[config.mk]
export PLATFORM = sky130hd
export DESIGN_NAME = player_action_encoder
export DESIGN_NICKNAME = d
export VERILOG_FILES = /design/src/rtl/player_action_encoder.sv
export SDC_FILE = /design/constraint.sdc
export NUM_CORES = 1
export LEC_CHECK = 0
export BUFFER_PORTS_ARGS = -buffer_cell sky130_fd_sc_hd__buf_2
export CORE_UTILIZATION = 54
export CTS_CLUSTER_SIZE = 10
export DETAILED_ROUTE_END_ITERATION = 12
export PLACE_DENSITY = 0.75
export SLEW_MARGIN = 20
export SYNTH_ARGS = -nofsm -noshare
export SYNTH_HDL_FRONTEND = slang
export SYNTH_SLANG_ARGS = --single-unit
export TNS_END_PERCENT = 5
[constraint.sdc]
create_clock -name clk -period 2.5 [get_ports clk]
set_input_delay 0.5 -clock clk [delete_from_list [all_inputs] [get_ports clk]]
set_output_delay 0.5 -clock clk [all_outputs]
set_load 0.01 [all_outputs]
[src/rtl/player_action_encoder.sv]
// Per-player button front end: synchronise, debounce and edge-capture five raw
// buttons, then issue exactly one prioritised one-hot action per game tick.
module player_action_encoder #(
  parameter int DEBOUNCE_CYCLES = 4,
  parameter int JUMP_COOLDOWN   = 2
) (
  input  logic       clk,
  input  logic       rst,
  input  logic       tick,
  input  logic       mirror,
  input  logic       btn_right,
  input  logic       btn_left,
  input  logic       btn_jump,
  input  logic       btn_kick,
  input  logic       btn_punch,
  output logic [5:0] action_out,
  output logic       action_valid,
  output logic       cooldown_active
);

  localparam int NBTN = 5;

  localparam int B_RIGHT = 0;
  localparam int B_LEFT  = 1;
  localparam int B_JUMP  = 2;
  localparam int B_KICK  = 3;
  localparam int B_PUNCH = 4;

  localparam logic [5:0] ACT_RIGHT = 6'b100000;
  localparam logic [5:0] ACT_LEFT  = 6'b010000;
  localparam logic [5:0] ACT_WAIT  = 6'b001000;
  localparam logic [5:0] ACT_JUMP  = 6'b000100;
  localparam logic [5:0] ACT_KICK  = 6'b000010;
  localparam logic [5:0] ACT_PUNCH = 6'b000001;

  // The counter has already seen DEBOUNCE_CYCLES-1 disagreeing clocks when it equals this.
  localparam logic [7:0] DEB_LAST = 8'(DEBOUNCE_CYCLES - 1);
  localparam logic [1:0] CD_LOAD  = 2'(JUMP_COOLDOWN);

  logic [NBTN-1:0]       raw_btn;

  logic [NBTN-1:0]       sync1_q, sync1_d;
  logic [NBTN-1:0]       sync2_q, sync2_d;
  logic [NBTN-1:0][7:0]  deb_cnt_q, deb_cnt_d;
  logic [NBTN-1:0]       deb_lvl_q, deb_lvl_d;
  logic [NBTN-1:0]       pend_q, pend_d;
  logic [1:0]            cd_q, cd_d;
  logic [5:0]            action_q, action_d;
  logic                  valid_q, valid_d;

  logic [NBTN-1:0]       rise;
  logic [NBTN-1:0]       cand;
  logic [5:0]            act_sel;
  logic [5:0]            act_mirrored;

  assign raw_btn = {btn_punch, btn_kick, btn_jump, btn_left, btn_right};

  // ---------------------------------------------------------------------------
  // Synchroniser and debounce
  // ---------------------------------------------------------------------------
  // NOTE: every signal assigned in an always_comb gets a default first, so no
  // path leaves it unassigned and no latch is inferred.
  always_comb begin
    sync1_d   = raw_btn;
    sync2_d   = sync1_q;
    deb_cnt_d = deb_cnt_q;
    deb_lvl_d = deb_lvl_q;
    for (int i = 0; i < NBTN; i++) begin
      if (sync2_q[i] == deb_lvl_q[i]) begin
        deb_cnt_d[i] = '0;
      end else if (deb_cnt_q[i] == DEB_LAST) begin
        deb_lvl_d[i] = sync2_q[i];
        deb_cnt_d[i] = '0;
      end else begin
        deb_cnt_d[i] = deb_cnt_q[i] + 8'd1;
      end
    end
  end

  // A debounced press is visible the same clock it happens, so a press landing
  // on the tick clock is consumed immediately rather than carried forward.
  assign rise = deb_lvl_d & ~deb_lvl_q;

  // ---------------------------------------------------------------------------
  // Candidate selection
  // ---------------------------------------------------------------------------
  always_comb begin
    cand         = pend_q | rise;
    cand[B_RIGHT] = cand[B_RIGHT] | deb_lvl_q[B_RIGHT];
    cand[B_LEFT]  = cand[B_LEFT]  | deb_lvl_q[B_LEFT];
    if (cand[B_RIGHT] && cand[B_LEFT]) begin
      cand[B_RIGHT] = 1'b0;
      cand[B_LEFT]  = 1'b0;
    end
    if (cd_q != 2'd0) begin
      cand[B_JUMP] = 1'b0;
    end
  end

  always_comb begin
    act_sel = ACT_WAIT;
    if (cand[B_PUNCH]) begin
      act_sel = ACT_PUNCH;
    end else if (cand[B_KICK]) begin
      act_sel = ACT_KICK;
    end else if (cand[B_JUMP]) begin
      act_sel = ACT_JUMP;
    end else if (cand[B_RIGHT]) begin
      act_sel = ACT_RIGHT;
    end else if (cand[B_LEFT]) begin
      act_sel = ACT_LEFT;
    end
  end

  // Mirroring only relabels direction after priority has been resolved.
  always_comb begin
    act_mirrored = act_sel;
    if (mirror) begin
      case (act_sel)
        ACT_RIGHT: act_mirrored = ACT_LEFT;
        ACT_LEFT:  act_mirrored = ACT_RIGHT;
        default:   act_mirrored = act_sel;
      endcase
    end
  end

  // ---------------------------------------------------------------------------
  // Tick-time updates: output, pending latches, cooldown
  // ---------------------------------------------------------------------------
  always_comb begin
    action_d = action_q;
    valid_d  = tick;
    pend_d   = pend_q | rise;
    cd_d     = cd_q;
    if (tick) begin
      action_d = act_mirrored;
      pend_d   = '0;
      if (act_sel == ACT_JUMP) begin
        cd_d = CD_LOAD;
      end else if (cd_q != 2'd0) begin
        cd_d = cd_q - 2'd1;
      end
    end
  end

  // ---------------------------------------------------------------------------
  // State registers
  // ---------------------------------------------------------------------------
  // NOTE: sequential state uses non-blocking assignments so every flop samples
  // the pre-edge values regardless of statement order.
  // NOTE: the per-button counter array is ordinary flop storage, so it is
  // cleared by reset along with everything else.
  always_ff @(posedge clk or posedge rst) begin
    if (rst) begin
      sync1_q   <= '0;
      sync2_q   <= '0;
      deb_cnt_q <= '0;
      deb_lvl_q <= '0;
      pend_q    <= '0;
      cd_q      <= '0;
      action_q  <= ACT_WAIT;
      valid_q   <= 1'b0;
    end else begin
      sync1_q   <= sync1_d;
      sync2_q   <= sync2_d;
      deb_cnt_q <= deb_cnt_d;
      deb_lvl_q <= deb_lvl_d;
      pend_q    <= pend_d;
      cd_q      <= cd_d;
      action_q  <= action_d;
      valid_q   <= valid_d;
    end
  end

  assign action_out      = action_q;
  assign action_valid    = valid_q;
  assign cooldown_active = (cd_q != 2'd0);

endmodule

==> results.sh, run 1 <==
export IMPL_worst_pin_slew_ps=517.0
export IMPL_final_max_slew_viol_count=0
export IMPL_grt_use_total_pct=19.44
export IMPL_critPathKind="flop to flop"
export IMPL_status="completed"
export IMPL_syn2layout_area_growth_pct=13.04
export IMPL_wl_per_cell_um=12.93
export IMPL_finalWorstPathRequiredPeriod_ps=2355
export IMPL_p_leak_uw=0.001620
export IMPL_fillers=432
export IMPL_diodes=0
export IMPL_cts_htree_levels=3
export IMPL_initialDrtViolationCount=69
export IMPL_hold_viol_final=0
export IMPL_ys_warnings_count=0
export IMPL_dp_hpwl_um=3231
export IMPL_critical_path_slowest_cell="or4b_4"
export IMPL_synth_nets=290
export IMPL_max_stage_delay_ps=470
export IMPL_io_pins=17
export IMPL_nNetsFinal=317
export IMPL_synth_area_top_cells="dfrtp_1 57%, xor2_1 6.7%, nor2_1 5.8%"
export IMPL_fp_row_count=26
export IMPL_postCtsHoldBufs=0
export IMPL_maxSlewHeadroom_pct=65.08
export IMPL_ant_nets=0
export IMPL_ir_worst_vdd_v=0.0004982
export IMPL_tritoncts_num_sinks=69
export IMPL_crit_path_max_fanout=3
export IMPL_finalCritPeriodShare_pct=94.20
export IMPL_gp_congestion=0.7375
export IMPL_ys_seq_area_share_pct=57.73
export IMPL_vias_per_cell=5.136
export IMPL_tritoncts="yes"
export IMPL_grt_max_degree=70
export IMPL_remaining_drc_errors=0
export IMPL_synth_top_area_share_pct=56.86
export IMPL_setup_viol=0
export IMPL_rsz0062_at_grt="no"
export IMPL_critPathRequiredTime_ps=2710
export IMPL_initial_core_util_pct=57.14
export IMPL_path_clk_slew_ps=70
export IMPL_ys_ff_latch=69
export IMPL_cp_data_arrival_time_ps=2560
export IMPL_first_global_vias=1990
export IMPL_grt_remaining_overflow=0
export IMPL_clk_latency_ps=340
export IMPL_maxCapViolCount=0
export IMPL_die_area_sq_um=5844
export IMPL_synth_top_area_cell="dfrtp_1"
export IMPL_synth_area_sq_um=2993
export IMPL_wirelength_um=4849
export IMPL_clk_path_buf_depth=2
export IMPL_power_uw=3112
export IMPL_die_h_um=76.45
export IMPL_root_buffer="clkbuf_8"
export IMPL_chipWidth_um=76.45
export IMPL_num_vias=1926
export IMPL_skew_ps=9.868
export IMPL_hold_class="input pin to asynchronous set/reset pin"
export IMPL_cpLargestDelayFamily="simple AND/OR/NAND/NOR gates"
export IMPL_synth_async_reset_ratio_pct=100.0
export IMPL_drive_above_1_share_pct=16.39
export IMPL_powerDensity_nw_per_um2=919.9
export IMPL_io_buffers=16
export IMPL_cts_buffers_inserted=9
export IMPL_synth_cell_types=40
export IMPL_grt_antenna_before_repair=0
export IMPL_first_pass_iters=4
export IMPL_postPlaceCellArea_sq_um=3162
export IMPL_worst_path_buf_inv=0
export IMPL_start_kind="flop"
export IMPL_reg2reg_slack_ps=140
export IMPL_max_freq_mhz=424.6
export IMPL_synthFlopType="dfrtp_1"
export IMPL_synthCells=273
export IMPL_fp_coreArea_sq_um=5238
export IMPL_synth_edf_count=0
export IMPL_crit_chain="ha_2, or4b_4, nor4_4, a211oi_1, ha_1, nand2b_1, mux2_2, nand2_1, o22ai_1"
export IMPL_fin_area_sq_um=3383
export IMPL_grt_pass1_wl_um=8721
export IMPL_whs_ps=231.6
export IMPL_endpoint_kind="flop"
export IMPL_syn_area_per_cell_sq_um=10.96
export IMPL_setup_tns_final_ps=0
## area by class of cell
class	instances	area, sq um	share of cell area (%)
clock buffers	9	123.9	3.661
clock inverters	7	66.31	1.960
inverters	18	67.56	1.997
multi-input cells	182	1187	35.10
flip-flops and latches	69	1728	51.07
well taps	70	87.58	2.589
repair buffers	20	122.6	3.624
## report_power, final
group / internal (uW) / total, uW / switching (uW)
Combinational: 343 / 780 / 437
Clock: 455 / 861 / 407
Sequential: 1310 / 1470 / 158
## path summary, 6_finish.rpt
check / startpoint / end / cells after the start
worst max-delay path: deb_cnt_q[0] / action_out[5] / 9
worst min register to register: sync1_q[2] / sync2_q[2] / 0
worst min-delay path: rst / sync1_q[3] / 3
min in group clk: btn_jump / sync1_q[2] / 1
worst max register to register: deb_cnt_q[0] / action_out[5] / 9
max in group asynchronous: rst / action_out[3] / 3
## worst reg2reg max path, cell delays in order, from the launching register on
cell and delay, ps:
dfrtp_1 360, ha_2 200, or4b_4 470, nor4_4 160
a211oi_1 130, ha_1 300, nand2b_1 140, mux2_2 340
nand2_1 60, o22ai_1 70
## synthesized netlist by cell type, types with 3 or more instances
cell type   n
dfrtp_1    68
o21ai_0     3
nand3_1    16
nor2_1     46
and3_1      9
nand3b_1    3
o22ai_1     3
ha_1        8
and2_1      3
mux2_2      5
nor3_1      5
nand2_1    18
xnor2_1    12
xor2_1     23
inv_1      18
nand2b_1    4
## cell usage in the layout (no fill, tap or decap), drive strengths merged, types with 2 or more instances in the layout
master,netlist,layout
a31oi,2,2
clkbuf,1,9
nor2,46,46
nand4,2,2
and2,3,3
nand2b,4,4
and3,9,9
nand3b,3,3
o22ai,3,3
dfrtp,68,68
clkinv,0,5
nor3,5,5
xor2,23,23
nor4,3,3
nand3,16,16
inv,18,18
o21ai,3,3
buf,3,20
a21oi,2,2
nor4b,2,2
mux2,5,5
xnor2,12,12
nand2,18,18
a41oi,2,2
ha,8,8
## cells by family after synthesis
kind of cell | count (synthesis) | share of synthesized area (%)
mux | 6 | 2.216
fa+ha+maj | 8 | 3.345
flops | 69 | 57.73
buf+inv | 22 | 3.135
xor+xnor | 35 | 10.24
compound gates | 17 | 3.846
simple gates | 116 | 19.48
## what timing repair did
item,CTS,global route
endpoints found under the setup margin,0,2
gates resized for setup,0,3
buffers inserted,0,2
## per-stage QoR
| stage | std cells | worst slack (ps) | utilization (%) |
|---|---|---|---|
| after global routing | 375 | 14.98 | 64.60 |
| final | 375 | 144.9 | 64.60 |
| after floorplan | 273 | 164.3 | - |
| after global placement | 357 | 167.4 | 60.37 |
| after detailed placement | 357 | 96.86 | 60.37 |
| after CTS | 373 | 82.71 | 64.00 |
## layer usage
layer / up-vias / routed length [um] / GRT usage [%]
li1: 958 / - / -
met1: 938 / 2225 / 23.08
met2: 24 / 2430 / 31.17
met3: 6 / 140 / 7.186
met4: 0 / 53 / 9.423
met5: - / 0 / 0
## registers in the layout, indices dropped and copies added (netlist names)
name,flops
deb_lvl_q,5
cd_q,2
deb_cnt_q,40
action_out,6
sync1_q,5
action_valid,1
pend_q,5
sync2_q,5
Power figures use the tool's default switching activity.
==> run 2, diff against run 1 <==
==> constraint.sdc (replaced) <==
create_clock -name clk -period 2.5 [get_ports clk]
set_input_delay 0.25 -clock clk [delete_from_list [all_inputs] [get_ports clk]]
set_output_delay 0.25 -clock clk [all_outputs]
set_load 0.01 [all_outputs]
==> run 2 against run 1 <==
Against the previous run: sequential power hardly changed; register-to-register slack worse by 30 ps; non-clock buffer count is 2 higher; sequential share of layout area is 0.82 points lower; cell count is 0.53% higher; routed wire length is 0.43% higher; critical path depth stayed put; combinational power hardly changed; core utilization is 1.1 points higher; maximum frequency is 1.3% lower; setup slack worse by 31 ps; via count is 1.2% higher; critical path type unchanged.
==> results.sh, run 2 (synthesis results as in run 1) <==
export IMPL_powerDensity_nw_per_um2=950.0
export IMPL_clk_path_buf_depth=2
export IMPL_worstSetupPathDepth=9
export IMPL_endpoint_kind="flop"
export IMPL_p_leak_uw=0.001648
export IMPL_crit_chain="ha_2, or4b_4, nor4_4, a211oi_2, ha_1, nand2b_1, mux2_2, nand2_1, o22ai_1"
export IMPL_crit_path_max_fanout=3
export IMPL_grt_remaining_overflow=0
export IMPL_dp_hpwl_um=3317
export IMPL_grt_max_degree=45
export IMPL_gp_congestion=0.8017
export IMPL_remaining_drc_errors=0
export IMPL_die_area_sq_um=5844
export IMPL_first_pass_iters=4
export IMPL_final_max_slew_viol_count=0
export IMPL_finalNonFillerCells=377
export IMPL_first_global_vias=2009
export IMPL_critPathRequiredTime_ps=2720
export IMPL_skew_ps=8.882
export IMPL_critical_path_slowest_cell="or4b_4"
export IMPL_hold_viol_final=0
export IMPL_whs_ps=14.59
export IMPL_mostFrequentLayoutCell="dfrtp_1"
export IMPL_diodes=0
export IMPL_finalCritPeriodShare_pct=95.46
export IMPL_hold_class="input pin to flop"
export IMPL_wl_per_cell_um=12.92
export IMPL_grt_antenna_before_repair=0
export IMPL_startpoint="deb_cnt_q[0]"
export IMPL_maxSlewHeadroom_pct=62.82
export IMPL_grt_use_total_pct=19.38
export IMPL_setup_tns_final_ps=0
export IMPL_chipWidth_um=76.45
export IMPL_path_clk_slew_ps=70
export IMPL_wirelength_um=4870
export IMPL_ir_worst_vdd_v=0.0005868
export IMPL_setup_viol=0
export IMPL_io_pins=17
export IMPL_nNetsFinal=319
export IMPL_io_buffers=16
export IMPL_fin_ws_ps=113.6
export IMPL_initialDrtViolationCount=54
export IMPL_critPathCapture="action_out[5]"
export IMPL_cp_data_arrival_time_ps=2610
export IMPL_largest_reg_flops=40
export IMPL_root_buffer="clkbuf_8"
export IMPL_vias_per_cell=5.172
export IMPL_worst_pin_slew_ps=556.9
export IMPL_reg2reg_slack_ps=110
export IMPL_fp_row_count=26
export IMPL_tritoncts="yes"
export IMPL_syn2layout_area_growth_pct=14.88
export IMPL_layout_common_cells="68 x dfrtp_1, 46 x nor2_1, 23 x xor2_1, 18 x nand2_1, 17 x inv_1"
export IMPL_die_h_um=76.45
export IMPL_reg2reg_to="action_out[5]"
export IMPL_reg2reg_depth=9
export IMPL_num_vias=1950
export IMPL_pre_cts_slack_ps=-12.48
export IMPL_max_stage_delay_ps=480
export IMPL_maxCapViolCount=0
export IMPL_grt_pass1_wl_um=8666
export IMPL_drive_above_1_share_pct=15.96
export IMPL_ant_nets=0
export IMPL_fp_coreArea_sq_um=5238
export IMPL_cts_buffers_inserted=9
export IMPL_tritoncts_num_sinks=69
export IMPL_worst_path_buf_inv=0
export IMPL_critPathKind="flop to flop"
export IMPL_dp_cells=356
export IMPL_initial_core_util_pct=57.14
export IMPL_cts_htree_levels=3
export IMPL_max_freq_mhz=419.0
export IMPL_start_kind="flop"
export IMPL_r2r_start="deb_cnt_q[0]"
export IMPL_largest_register="deb_cnt_q"
export IMPL_status="completed"
export IMPL_clk_latency_ps=340
export IMPL_finalWorstPathRequiredPeriod_ps=2386
export IMPL_cpLargestDelayFamily="simple AND/OR/NAND/NOR gates"
==> run 2: worst min-delay path by stage <==
stage	cells past startpoint	slack [ps]	from	to
after floorplan	0	280	tick	action_valid
after detailed placement	2	340	rst	sync1_q[4]
after CTS	1	0.9	btn_right	sync1_q[0]
after global routing	1	0.4	btn_right	sync1_q[0]
after global placement	2	330	rst	sync1_q[4]
final	1	10	btn_right	sync1_q[0]
==> run 2: power breakdown <==
group          total, uW  internal, uW  switching [uW]
Clock               1020           613             402
Sequential          1470          1310             155
Combinational        783           346             437
==> run 2: repair_timing <==
| action | CTS | global route |
|---|---|---|
| gates resized for setup | 1 | 2 |
| buffers inserted | 2 | 1 |
| hold endpoints to repair | 26 | 0 |
| hold buffers | 2 | 0 |
| cloned | 0 | 0 |
| endpoints found under the setup margin | 2 | 2 |
| pin swaps | 1 | 1 |
==> run 2: cell type report <==
class	count	area (sq um)
clock buffer	12	155.1
clock inverter	4	70.07
fill	421	1799
inverter	18	67.56
multi-input combinational	182	1187
sequential	69	1728
tap	70	87.58
timing repair buffer	22	142.6
==> run 2: per-layer routing <==
layer / wire length (um) / GRT usage, % / vias to the layer above
li1: - / - / 963
met1: 2393 / 24.34 / 950
met2: 2252 / 30.18 / 30
met3: 141 / 6.228 / 7
met4: 82 / 9.615 / 0
met5: 0 / 0 / -
==> run 2: through the flow <==
step	instance area [sq um]	total power (uW)	utilization [%]
final	3438	3267	65.65
after floorplan	2993	2066	-
after CTS	3417	3291	65.24
after global placement	3154	2209	60.22
after detailed placement	3154	2247	60.22
after global routing	3438	3484	65.65
==> run 3, diff against run 2 <==
- CAP_MARGIN: default -> 0
- CTS_CLUSTER_DIAMETER: default -> 60
- RECOVER_POWER: default -> 50
==> run 3 against run 2 <==
Against the previous run: non-clock buffer count unchanged; sequential share of layout area increased by 0.31 points; clock skew about the same; largest cell class unchanged; largest power group unchanged.
==> results.sh, run 3 (synthesis results as in run 1) <==
export IMPL_status="completed"
export IMPL_critPathKind="flop to flop"
export IMPL_num_vias=1951
export IMPL_crit_chain="ha_2, or4b_4, nor4_4, a211oi_2, ha_1, nand2b_1, mux2_2, nand2_1, o22ai_1"
export IMPL_critPathCapture="action_out[5]"
export IMPL_path_clk_slew_ps=70
export IMPL_cpLargestDelayFamily="simple AND/OR/NAND/NOR gates"
export IMPL_max_freq_mhz=419.4
export IMPL_ir_worst_vdd_v=0.0005860
export IMPL_endpoint_kind="flop"
export IMPL_wl_per_cell_um=12.97
export IMPL_initial_core_util_pct=57.14
export IMPL_vias_per_cell=5.175
export IMPL_pwr_share_comb_pct=23.7
export IMPL_clk_path_buf_depth=2
export IMPL_reg2reg_depth=9
export IMPL_hold_viol_final=0
export IMPL_finalWorstPathRequiredPeriod_ps=2385
export IMPL_fin_area_sq_um=3417
export IMPL_powerDensity_nw_per_um2=952.6
export IMPL_grt_antenna_before_repair=0
export IMPL_io_pins=17
export IMPL_pre_cts_slack_ps=-12.48
export IMPL_worst_path_buf_inv=0
export IMPL_sw_frac_of_total_pct=30.55
export IMPL_cp_data_arrival_time_ps=2610
export IMPL_crit_path_max_fanout=3
export IMPL_fp_row_count=26
export IMPL_root_buffer="clkbuf_8"
export IMPL_gp_congestion=0.8017
export IMPL_grt_remaining_overflow=0
export IMPL_io_buffers=16
export IMPL_first_pass_iters=4
export IMPL_syn2layout_area_growth_pct=14.17
export IMPL_fin_ws_ps=115.4
export IMPL_power_uw=3255
export IMPL_tritoncts_num_sinks=69
export IMPL_wirelength_um=4888
export IMPL_finalCritPeriodShare_pct=95.38
export IMPL_worstSetupPathDepth=9
export IMPL_reg2reg_to="action_out[5]"
export IMPL_skew_ps=8.911
export IMPL_nNetsFinal=319
export IMPL_setup_viol=0
export IMPL_worst_pin_slew_ps=944.7
export IMPL_r2r_start="deb_cnt_q[0]"
export IMPL_whs_ps=14.41
export IMPL_startpoint="deb_cnt_q[0]"
export IMPL_power_frac_seq_pct=45.1
export IMPL_reg2reg_slack_ps=120
export IMPL_drive_above_1_share_pct=13.36
export IMPL_clk_latency_ps=340
export IMPL_largest_reg_flops=40
export IMPL_largest_register="deb_cnt_q"
export IMPL_die_area_sq_um=5844
export IMPL_first_global_vias=2009
export IMPL_power_internal_uw=2261
export IMPL_initialDrtViolationCount=46
export IMPL_dp_hpwl_um=3317
export IMPL_critical_path_slowest_cell="or4b_4"
export IMPL_final_max_slew_viol_count=0
export IMPL_grt_max_degree=45
export IMPL_max_stage_delay_ps=480
export IMPL_diodes=0
export IMPL_ant_nets=0
export IMPL_maxSlewHeadroom_pct=36.95
export IMPL_remaining_drc_errors=0
export IMPL_cts_htree_levels=3
export IMPL_grt_pass1_wl_um=8666
export IMPL_start_kind="flop"
export IMPL_cts_buffers_inserted=9
export IMPL_die_h_um=76.45
export IMPL_chipWidth_um=76.45
export IMPL_clkPwrFrac_pct=31.2
export IMPL_critPathRequiredTime_ps=2720
export IMPL_maxCapViolCount=0
export IMPL_tritoncts="yes"
export IMPL_hold_class="input pin to flop"
export IMPL_fp_coreArea_sq_um=5238
export IMPL_mostFrequentLayoutCell="dfrtp_1"
export IMPL_layout_common_cells="68 x dfrtp_1, 46 x nor2_1, 23 x xor2_1, 18 x nand2_1, 18 x inv_1"
export IMPL_postPlaceCellArea_sq_um=3154
export IMPL_grt_use_total_pct=19.38
export IMPL_power_switching_uw=994.5
export IMPL_p_leak_uw=0.001618
export IMPL_setup_tns_final_ps=0
-- run 3: cell types whose count changed in the layout (fill, tap and decap cells not counted) --
cell / delta
and2_0: +1
and2_1: -1
buf_12: -1
buf_2: -7
clkbuf_1: +7
clkbuf_4: +1
inv_1: +1
inv_2: -1
-- run 3: power groups by stage --
| stage | clock network (uW) | logic (uW) | registers, uW |
|---|---|---|---|
| 3_3_place_gp | 0 | 727 | 1480 |
| 5_1_grt | 1080 | 893 | 1500 |
| 4_1_cts | 1040 | 782 | 1470 |
| 3_5_place_dp | 0 | 757 | 1490 |
| 2_1_floorplan | 0 | 594 | 1470 |
| 6_report | 1020 | 771 | 1470 |
-- run 3: how the worst min path moves through the flow --
stage / endpoint / depth (start not counted) / startpoint
floorplan: action_valid / 0 / tick
global placement: sync1_q[4] / 2 / rst
detailed placement: sync1_q[4] / 2 / rst
CTS: sync1_q[0] / 1 / btn_right
global route: sync1_q[0] / 1 / btn_right
finish: sync1_q[0] / 1 / btn_right
-- run 3: worst register-to-register path: stages (launching register included) --
cell	delay [ps]
dfrtp_1	360
ha_2	210
or4b_4	480
nor4_4	190
a211oi_2	120
ha_1	300
nand2b_1	140
mux2_2	340
nand2_1	70
o22ai_1	70
-- run 3: layout make-up --
| type | count | area (sq um) |
|---|---|---|
| clock inverter | 4 | 70.07 |
| tap | 70 | 87.58 |
| clock buffer | 12 | 155.1 |
| multi-input combinational | 182 | 1187 |
| fill | 427 | 1821 |
| timing repair buffer | 22 | 121.4 |
| inverter | 18 | 67.56 |
| sequential | 69 | 1728 |
-- run 3: metal layers --
metal / global-route usage, % / routed length (um)
met4: 9.615 / 82
met5: 0 / 0
met1: 24.34 / 2378
met2: 30.18 / 2288
met3: 6.228 / 138
-- run 3: repair_timing --
| action | CTS | global route |
|---|---|---|
| pin swaps | 1 | 1 |
| endpoints found under the setup margin | 2 | 2 |
| gates resized for setup | 1 | 2 |
| hold endpoints to repair | 26 | 0 |
| hold buffers | 2 | 0 |
| buffers inserted | 2 | 1 |
| gates cloned | 0 | 0 |
-- run 3: stage by stage --
step                util [%]  cells
global placement       60.22    356
global route           65.24    377
detailed placement     60.22    356
finish                 65.24    377
floorplan                  -    273
CTS                    65.24    376
